## src/rtl/regfile_mp.sv

```systemverilog
// regfile_mp -- multi-port register file with issue scoreboard.
//
// Purpose:
//   Provides three combinational read ports and two independently enabled
//   write ports. Port 3 carries ALU results and port 4 carries load or
//   writeback-address results.
//   A per-register busy bit lets issue logic stall on in-flight writes.
//   The PC index (PC_IDX) is not stored. Reads of it return the external r15.
//
// Parameters:
//   WIDTH   data width of every register and port
//   NREGS   architectural register count including the PC index (power of 2, >= 4)
//   AW      address width, derived from NREGS (do not override)
//   PC_IDX  index mapped to r15, never stored
//
// Ports:
//   clk                  clock; every state update happens on its rising edge
//   reset                asynchronous, active-low clear of all state
//   we3/wa3/wd3          write port 3: enable, address, data
//   we4/wa4/wd4          write port 4: enable, address, data
//                        (port 4 wins on an address clash)
//   ra1/ra2/ra3          read addresses
//   r15                  PC+8 value returned for reads of PC_IDX
//   lock_en/lock_addr    mark a register busy (issued with a pending write)
//   rd1/rd2/rd3          read data
//   busy1/busy2/busy3    busy bit of the addressed register
//   wr_conflict          registered: previous edge had we3 & we4 to one address
//   pc_wr_err            registered: previous edge tried a write or lock to PC_IDX
//
// Optional feature (macro REGFILE_BYPASS_EN):
//   When the macro is defined, an enabled write whose address matches a read
//   address is forwarded to that read port in the same cycle.
//   Port 4 wins when both write ports match.
//   The forwarded read reports not-busy unless the same register is being
//   locked this cycle.
//   When the macro is undefined, reads return stored values only.

module regfile_mp #(
  parameter  int WIDTH  = 32,
  parameter  int NREGS  = 16,
  localparam int AW     = $clog2(NREGS),
  localparam int PC_IDX = NREGS - 1
) (
  input  logic             clk,
  input  logic             reset,
  input  logic             we3,
  input  logic [AW-1:0]    wa3,
  input  logic [WIDTH-1:0] wd3,
  input  logic             we4,
  input  logic [AW-1:0]    wa4,
  input  logic [WIDTH-1:0] wd4,
  input  logic [AW-1:0]    ra1,
  input  logic [AW-1:0]    ra2,
  input  logic [AW-1:0]    ra3,
  input  logic [WIDTH-1:0] r15,
  input  logic             lock_en,
  input  logic [AW-1:0]    lock_addr,
  output logic [WIDTH-1:0] rd1,
  output logic [WIDTH-1:0] rd2,
  output logic [WIDTH-1:0] rd3,
  output logic             busy1,
  output logic             busy2,
  output logic             busy3,
  output logic             wr_conflict,
  output logic             pc_wr_err
);

  localparam logic [AW-1:0] PC_ADDR = AW'(PC_IDX);

  // The array is full-size so that any AW-bit address indexes it safely.
  // The PC_IDX entry is never written, so it holds its reset value of zero.
  // It is never observed, because reads of PC_IDX are replaced by r15.
  logic [WIDTH-1:0] rf_q [NREGS];
  logic [NREGS-1:0] busy_q;
  logic             wr_conflict_q;
  logic             pc_wr_err_q;

  // Each enable gates its address compare.
  // An X address therefore cannot disturb state while the enable is low.
  logic wr3_ok, wr4_ok, lock_ok;
  assign wr3_ok  = we3     && (wa3       != PC_ADDR);
  assign wr4_ok  = we4     && (wa4       != PC_ADDR);
  assign lock_ok = lock_en && (lock_addr != PC_ADDR);

  // ---------------------------------------------------------------------
  // Storage and scoreboard
  // ---------------------------------------------------------------------
  // NOTE: sequential state uses non-blocking assignments only.
  // All entries then update together from the pre-edge values.
  always_ff @(posedge clk or negedge reset) begin
    if (!reset) begin
      // NOTE: the storage array is reset on purpose. The reset state
      // requires every register to read zero, which is not a
      // "don't care" initial value.
      for (int i = 0; i < NREGS; i++) rf_q[i] <= '0;
      busy_q        <= '0;
      wr_conflict_q <= 1'b0;
      pc_wr_err_q   <= 1'b0;
    end else begin
      for (int i = 0; i < NREGS; i++) begin
        // Port 4 is tested first so it wins a same-address clash.
        if (wr4_ok && (wa4 == AW'(i)))      rf_q[i] <= wd4;
        else if (wr3_ok && (wa3 == AW'(i))) rf_q[i] <= wd3;

        // A new lock supersedes a completing write to the same register.
        if (lock_ok && (lock_addr == AW'(i)))
          busy_q[i] <= 1'b1;
        else if ((wr3_ok && (wa3 == AW'(i))) || (wr4_ok && (wa4 == AW'(i))))
          busy_q[i] <= 1'b0;
      end

      wr_conflict_q <= we3 && we4 && (wa3 == wa4);
      pc_wr_err_q   <= (we3     && (wa3       == PC_ADDR)) ||
                       (we4     && (wa4       == PC_ADDR)) ||
                       (lock_en && (lock_addr == PC_ADDR));
    end
  end

  assign wr_conflict = wr_conflict_q;
  assign pc_wr_err   = pc_wr_err_q;

  // ---------------------------------------------------------------------
  // Read ports
  // ---------------------------------------------------------------------
  logic [AW-1:0]    ra     [3];
  logic [WIDTH-1:0] rd     [3];
  logic             rd_bsy [3];

  assign ra[0] = ra1;
  assign ra[1] = ra2;
  assign ra[2] = ra3;

  always_comb begin
    for (int m = 0; m < 3; m++) begin
      // NOTE: every output of this block gets a default first.
      // A path that skips an assignment would otherwise infer a latch.
      rd[m]     = rf_q[ra[m]];
      rd_bsy[m] = busy_q[ra[m]];
`ifdef REGFILE_BYPASS_EN
      // Forward the value being written this cycle. Port 4 is applied last
      // so it wins. A matching lock keeps the stored busy state, because a
      // newer in-flight op is being issued to the same register.
      if (wr3_ok && (wa3 == ra[m])) rd[m] = wd3;
      if (wr4_ok && (wa4 == ra[m])) rd[m] = wd4;
      if (((wr3_ok && (wa3 == ra[m])) || (wr4_ok && (wa4 == ra[m]))) &&
          !(lock_en && (lock_addr == ra[m])))
        rd_bsy[m] = 1'b0;
`endif
      if (ra[m] == PC_ADDR) begin
        rd[m]     = r15;
        rd_bsy[m] = 1'b0;
      end
    end
  end

  assign rd1   = rd[0];
  assign rd2   = rd[1];
  assign rd3   = rd[2];
  assign busy1 = rd_bsy[0];
  assign busy2 = rd_bsy[1];
  assign busy3 = rd_bsy[2];

endmodule

```

## config.mk

```make
export PLATFORM = sky130hd
export DESIGN_NAME = regfile_mp
export DESIGN_NICKNAME = d
export VERILOG_FILES = /design/src/rtl/regfile_mp.sv
export SDC_FILE = /design/constraint.sdc
export NUM_CORES = 2
export LEC_CHECK = 0
export CAP_MARGIN = 20
export CORE_ASPECT_RATIO = 1.5
export CORE_UTILIZATION = 40
export DETAILED_ROUTE_END_ITERATION = 8
export HOLD_SLACK_MARGIN = 0.05
export PLACE_DENSITY = 0.65
export SYNTH_ARGS = -nofsm -noshare
export SYNTH_HDL_FRONTEND = slang
export SYNTH_SLANG_ARGS = --single-unit
```

## constraint.sdc

```tcl
create_clock -name clk -period 2.2 [get_ports clk]
set_clock_uncertainty 0.15 [all_clocks]
set_input_delay 0.44 -clock clk [delete_from_list [all_inputs] [get_ports clk]]
set_output_delay 0.44 -clock clk [all_outputs]
set_load 0.01 [all_outputs]
```

==> results_tabular.tex <==
\begin{tabular}{lr}
\hline
Metric & Value \\
\hline
\multicolumn{2}{l}{\textbf{Synthesis}} \\
\quad Count of synthesis-stage warnings from yosys & 0 \\
\quad Compound-Gate Fraction of Synth Area & 16.6\% \\
\quad Post-synthesis area per instance & 10.1 um2 \\
\quad Main combinational cell family by area after synthesis & multiplexers \\
\quad Post-synth EDFFs & 0 \\
\quad Most used DFF post-synth & sky130\_fd\_sc\_hd\_\_dfrtp\_1 \\
\quad Number of unique standard cell types used by synthesis & 41 \\
\quad Fraction of the yosys area taken by sequential cells & 35.1\% \\
\quad Synth Area in Adders & 0\% \\
\quad Synth Instances & 3,500 \\
\quad Number of synthesized register bits & 497 \\
\quad Simple-gate area share of the yosys netlist & 7.89\% \\
\quad Xor/xnor cell area share of the yosys netlist & 0.0990\% \\
\quad Cell area after technology mapping & 35,400 um2 \\
\quad Mux share of post-synthesis cell area & 35.3\% \\
\quad Async S/R FF share, synth & 100\% \\
\quad Synthesized Nets & 3,625 \\
\multicolumn{2}{l}{\textbf{Cells and area}} \\
\quad Share of final-layout standard cells stronger than drive strength 1 & 35.1\% \\
\quad Nets & 4,143 \\
\quad Area growth from synthesis to layout & 33.3\% \\
\quad Total inserted antenna cells & 0 \\
\quad Fill cell total of the finished layout & 7,607 \\
\multicolumn{2}{l}{\textbf{Timing}} \\
\quad Setup TNS & -40.28 ns \\
\quad Worst max-slew margin expressed relative to the limit & 58.0\% \\
\quad Final hold violation count & 0 \\
\quad Final setup viols & 99 \\
\quad Maximum frequency from static timing analysis & 351 MHz \\
\quad Slew Viols, Final & 0 \\
\quad Time the worst path needs with I/O delays and setup & 2.85 ns \\
\quad Worst setup slack after layout & -0.646 ns \\
\quad Post-route fraction of the period consumed by the critical path & 129\% \\
\quad Transition time at the pin with the least slew margin & 0.628 ns \\
\quad Setup repair after global routing missed its margin & yes \\
\multicolumn{2}{l}{\textbf{Detailed routing}} \\
\quad Vias & 33,200 \\
\quad Total length of routed wires & 146,000 um \\
\quad Number of detailed-routing iterations run before antenna repair & 8 \\
\quad Number of vias per cell & 6.38 \\
\quad Remaining design rule violation count & 0 \\
\quad Initial DRC Count & 3,344 \\
\quad Routed len/inst & 28.1 um \\
\quad Count of nets left with antenna violations after detail routing & 0 \\
\multicolumn{2}{l}{\textbf{Run status}} \\
\quad Violated checks & negative setup slack \\
\quad Status & complete, but fails checks \\
\multicolumn{2}{l}{\textbf{Clock tree}} \\
\quad H-tree levels & 2 \\
\quad Bufs on Longest Clock Path & 3 \\
\quad Clk pin slew, worst setup/hold paths & 0.06 ns \\
\quad Total clock buffers created by CTS & 54 \\
\quad Cell at the root of the clock tree & sky130\_fd\_sc\_hd\_\_clkbuf\_16 \\
\quad Clock tree from TritonCTS & yes \\
\quad Clock insertion delay at the later pin of the skew report & 0.63 ns \\
\quad Number of sinks on the clock net & 497 \\
\multicolumn{2}{l}{\textbf{Setup path}} \\
\quad Cell breakdown of the critical path & mux4\_2, nor2b\_4, a211oi\_2, buf\_4, a21oi\_4, buf\_6 \\
\quad Arrival time at the worst endpoint & 2.26 ns \\
\quad Worst path max stage delay & 0.48 ns \\
\quad Capturing element type of the critical path & primary output \\
\quad Critical Path Start Type & register \\
\quad Start point of the critical path & rf\_q[445]\$\_DFFE\_PN0P\_ \\
\quad Required time reported for the critical path endpoint & 1.61 ns \\
\quad Critical Path Fanout Max & 4 \\
\quad Startpoint-to-endpoint class of the critical path & register to primary output \\
\quad Reg2reg start & rf\_q[150]\$\_DFFE\_PN0P\_ \\
\quad Slowest stage cell, crit path & sky130\_fd\_sc\_hd\_\_mux4\_2 \\
\multicolumn{2}{l}{\textbf{Global route}} \\
\quad Congestion Overflow GR & 0 \\
\quad Maximum number of pins on one net before global-route repair & 85 \\
\quad Number of global-route vias before repair & 34,000 \\
\quad Tot GR Track Use & 32.2\% \\
\quad Global-route wire length before repair & 217,000 um \\
\quad Antenna violations before repair & 0 \\
\multicolumn{2}{l}{\textbf{Power}} \\
\quad Total power per unit cell area & 801 nW/um2 \\
\quad Peak VDD IR & 0.637 mV \\
\quad Pleak & 19.9 nW \\
\quad Pwr Total & 37.8 mW \\
\multicolumn{2}{l}{\textbf{Job}} \\
\quad Number of max-cap violations & 0 \\
\multicolumn{2}{l}{\textbf{Floorplan}} \\
\quad Die W & 245 um \\
\quad Area of the die & 89,700 um2 \\
\quad Initial cell density of the core & 40.4\% \\
\quad Vertical die dimension & 366 um \\
\quad Core area & 87,700 um2 \\
\quad Number of cell rows & 133 \\
\quad Num ports & 226 \\
\multicolumn{2}{l}{\textbf{Placed design}} \\
\quad HPWL after detailed placement & 98,000 um \\
\quad Placer congestion estimate & 0.938 \\
\quad Buffers on Ports & 225 \\
\multicolumn{2}{l}{\textbf{Min path}} \\
\quad HP Class & input pin to async pin \\
\hline
\end{tabular}
## critical path, delay by kind of cell, from the launching register on
kind            cells  cell delay (ns)
simple gates        1             0.14
buf+inv             2             0.33
flops               1             0.41
compound gates      2             0.26
mux                 1             0.48
## flip-flops by register name, indices dropped and copies added (netlist names)
name / cells
busy_q: 15
wr_conflict: 1
rf_q: 480
pc_wr_err: 1
## per-stage QoR
stage | setup slack [ns] | utilization (%) | std cells | hold slack [ns] | instance area (um2)
6_report | -0.646 | 53.8 | 5208 | 0.137 | 47200
5_1_grt | -0.696 | 53.8 | 5208 | 0.139 | 47200
4_1_cts | -0.622 | 53.0 | 5179 | 0.130 | 46500
3_5_place_dp | -0.889 | 49.2 | 4979 | 0.197 | 43100
3_3_place_gp | -0.911 | 49.2 | 4979 | 0.198 | 43100
2_1_floorplan | -0.0400 | - | 3500 | -0.00559 | 35800
## kinds of logic after synthesis
group,count (synthesis)
multiplexers,975
AO/OA/AOI/OAI,968
flip-flops,497
XOR/XNOR,4
AND/OR/NAND/NOR,653
buffers and inverters,403
## layer usage
metal	vias to the layer above	part of all wire [%]	track usage [%]
li1	14200	-	-
met1	16600	37	38.3
met2	1890	49	53.4
met3	581	7.9	5.47
met4	0	7.0	20.9
met5	-	0	0
## synth_stat cells, types with 3 or more instances
cell type	n	area (um2)
sky130_fd_sc_hd__buf_4	32	240
sky130_fd_sc_hd__mux4_2	213	4800
sky130_fd_sc_hd__buf_1	31	116
sky130_fd_sc_hd__mux2_2	58	653
sky130_fd_sc_hd__nor2_1	301	1130
sky130_fd_sc_hd__buf_2	107	536
sky130_fd_sc_hd__o22ai_1	63	394
sky130_fd_sc_hd__nand4_1	3	18.8
sky130_fd_sc_hd__nand2b_1	45	282
sky130_fd_sc_hd__xor2_1	3	26.3
sky130_fd_sc_hd__o211ai_1	5	37.5
sky130_fd_sc_hd__and2_1	5	31.3
sky130_fd_sc_hd__o221a_2	58	653
sky130_fd_sc_hd__or2_2	3	18.8
sky130_fd_sc_hd__o21ai_0	339	1700
sky130_fd_sc_hd__clkbuf_1	227	852
sky130_fd_sc_hd__a211oi_1	4	30.0
sky130_fd_sc_hd__a32o_1	6	60.1
sky130_fd_sc_hd__dfrtp_1	497	12400
sky130_fd_sc_hd__a22oi_1	60	450
sky130_fd_sc_hd__nor2b_1	46	288
sky130_fd_sc_hd__nand3_1	7	35.0
sky130_fd_sc_hd__a211o_1	32	280
sky130_fd_sc_hd__inv_1	6	22.5
sky130_fd_sc_hd__a21oi_1	290	1450
sky130_fd_sc_hd__nand2_1	220	826
sky130_fd_sc_hd__nand3b_1	6	45.0
sky130_fd_sc_hd__o221ai_1	58	508
sky130_fd_sc_hd__a31oi_1	32	200
sky130_fd_sc_hd__nor3_1	3	15.0
sky130_fd_sc_hd__mux2i_1	704	7050
sky130_fd_sc_hd__nor2_2	7	43.8
sky130_fd_sc_hd__o21ai_1	19	95.1
## path summary, 6_finish.rpt
kind	cells past startpoint	slack [ns]	endpoint
worst max register to register	5	0.95	rf_q[150]$_DFFE_PN0P_
worst min register to register	2	0.42	busy_q[14]$_DFFE_PN0P_
min in group clk	3	0.26	rf_q[418]$_DFFE_PN0P_
worst min-delay path	2	0.14	rf_q[437]$_DFFE_PN0P_
max in group asynchronous	3	0.92	rf_q[364]$_DFFE_PN0P_
worst max-delay path	6	-0.65	rd2[29]
## what timing repair did
item	in CTS	in global routing
setup buffers	104	29
cloned	2	0
hold endpoints to repair	484	0
pin swaps	120	63
hold buffers	1	0
resized for setup	612	88
endpoints found under the setup margin	99	99
## power by group
part | total, mW | switching, mW | internal (mW)
Combinational | 13.9 | 6.21 | 7.66
Clock | 10.1 | 4.10 | 5.96
Sequential | 13.9 | 2.40 | 11.5
## area by class of cell
cell class | instances | area (um2) | share of cell area, %
Sequential cell | 497 | 12400 | 26.4
Clock buffer | 88 | 1700 | 3.61
Inverter | 6 | 22.5 | 0.0477
Multi-Input combinational cell | 2600 | 22900 | 48.5
Tap cell | 1147 | 1440 | 3.04
Clock inverter | 11 | 211 | 0.448
Timing Repair Buffer | 859 | 8500 | 18.0
## placed cells by master (no fill, tap or decap), drive strengths merged, types with 7 or more instances in the layout
cell,synthesis,layout
a22oi,60,60
buf,170,740
mux4,213,213
nand3,7,7
inv,6,7
dfrtp,497,497
nand2b,45,45
clkdlybuf4s50,0,113
nor2,308,308
nand2,220,220
a31oi,32,32
nor2b,46,46
mux2i,704,704
o22ai,63,63
mux2,58,58
clkbuf,227,91
a211o,32,32
o21ai,358,358
a21oi,290,290
o221ai,58,58
o221a,58,58
Power figures use the tool's default switching activity.
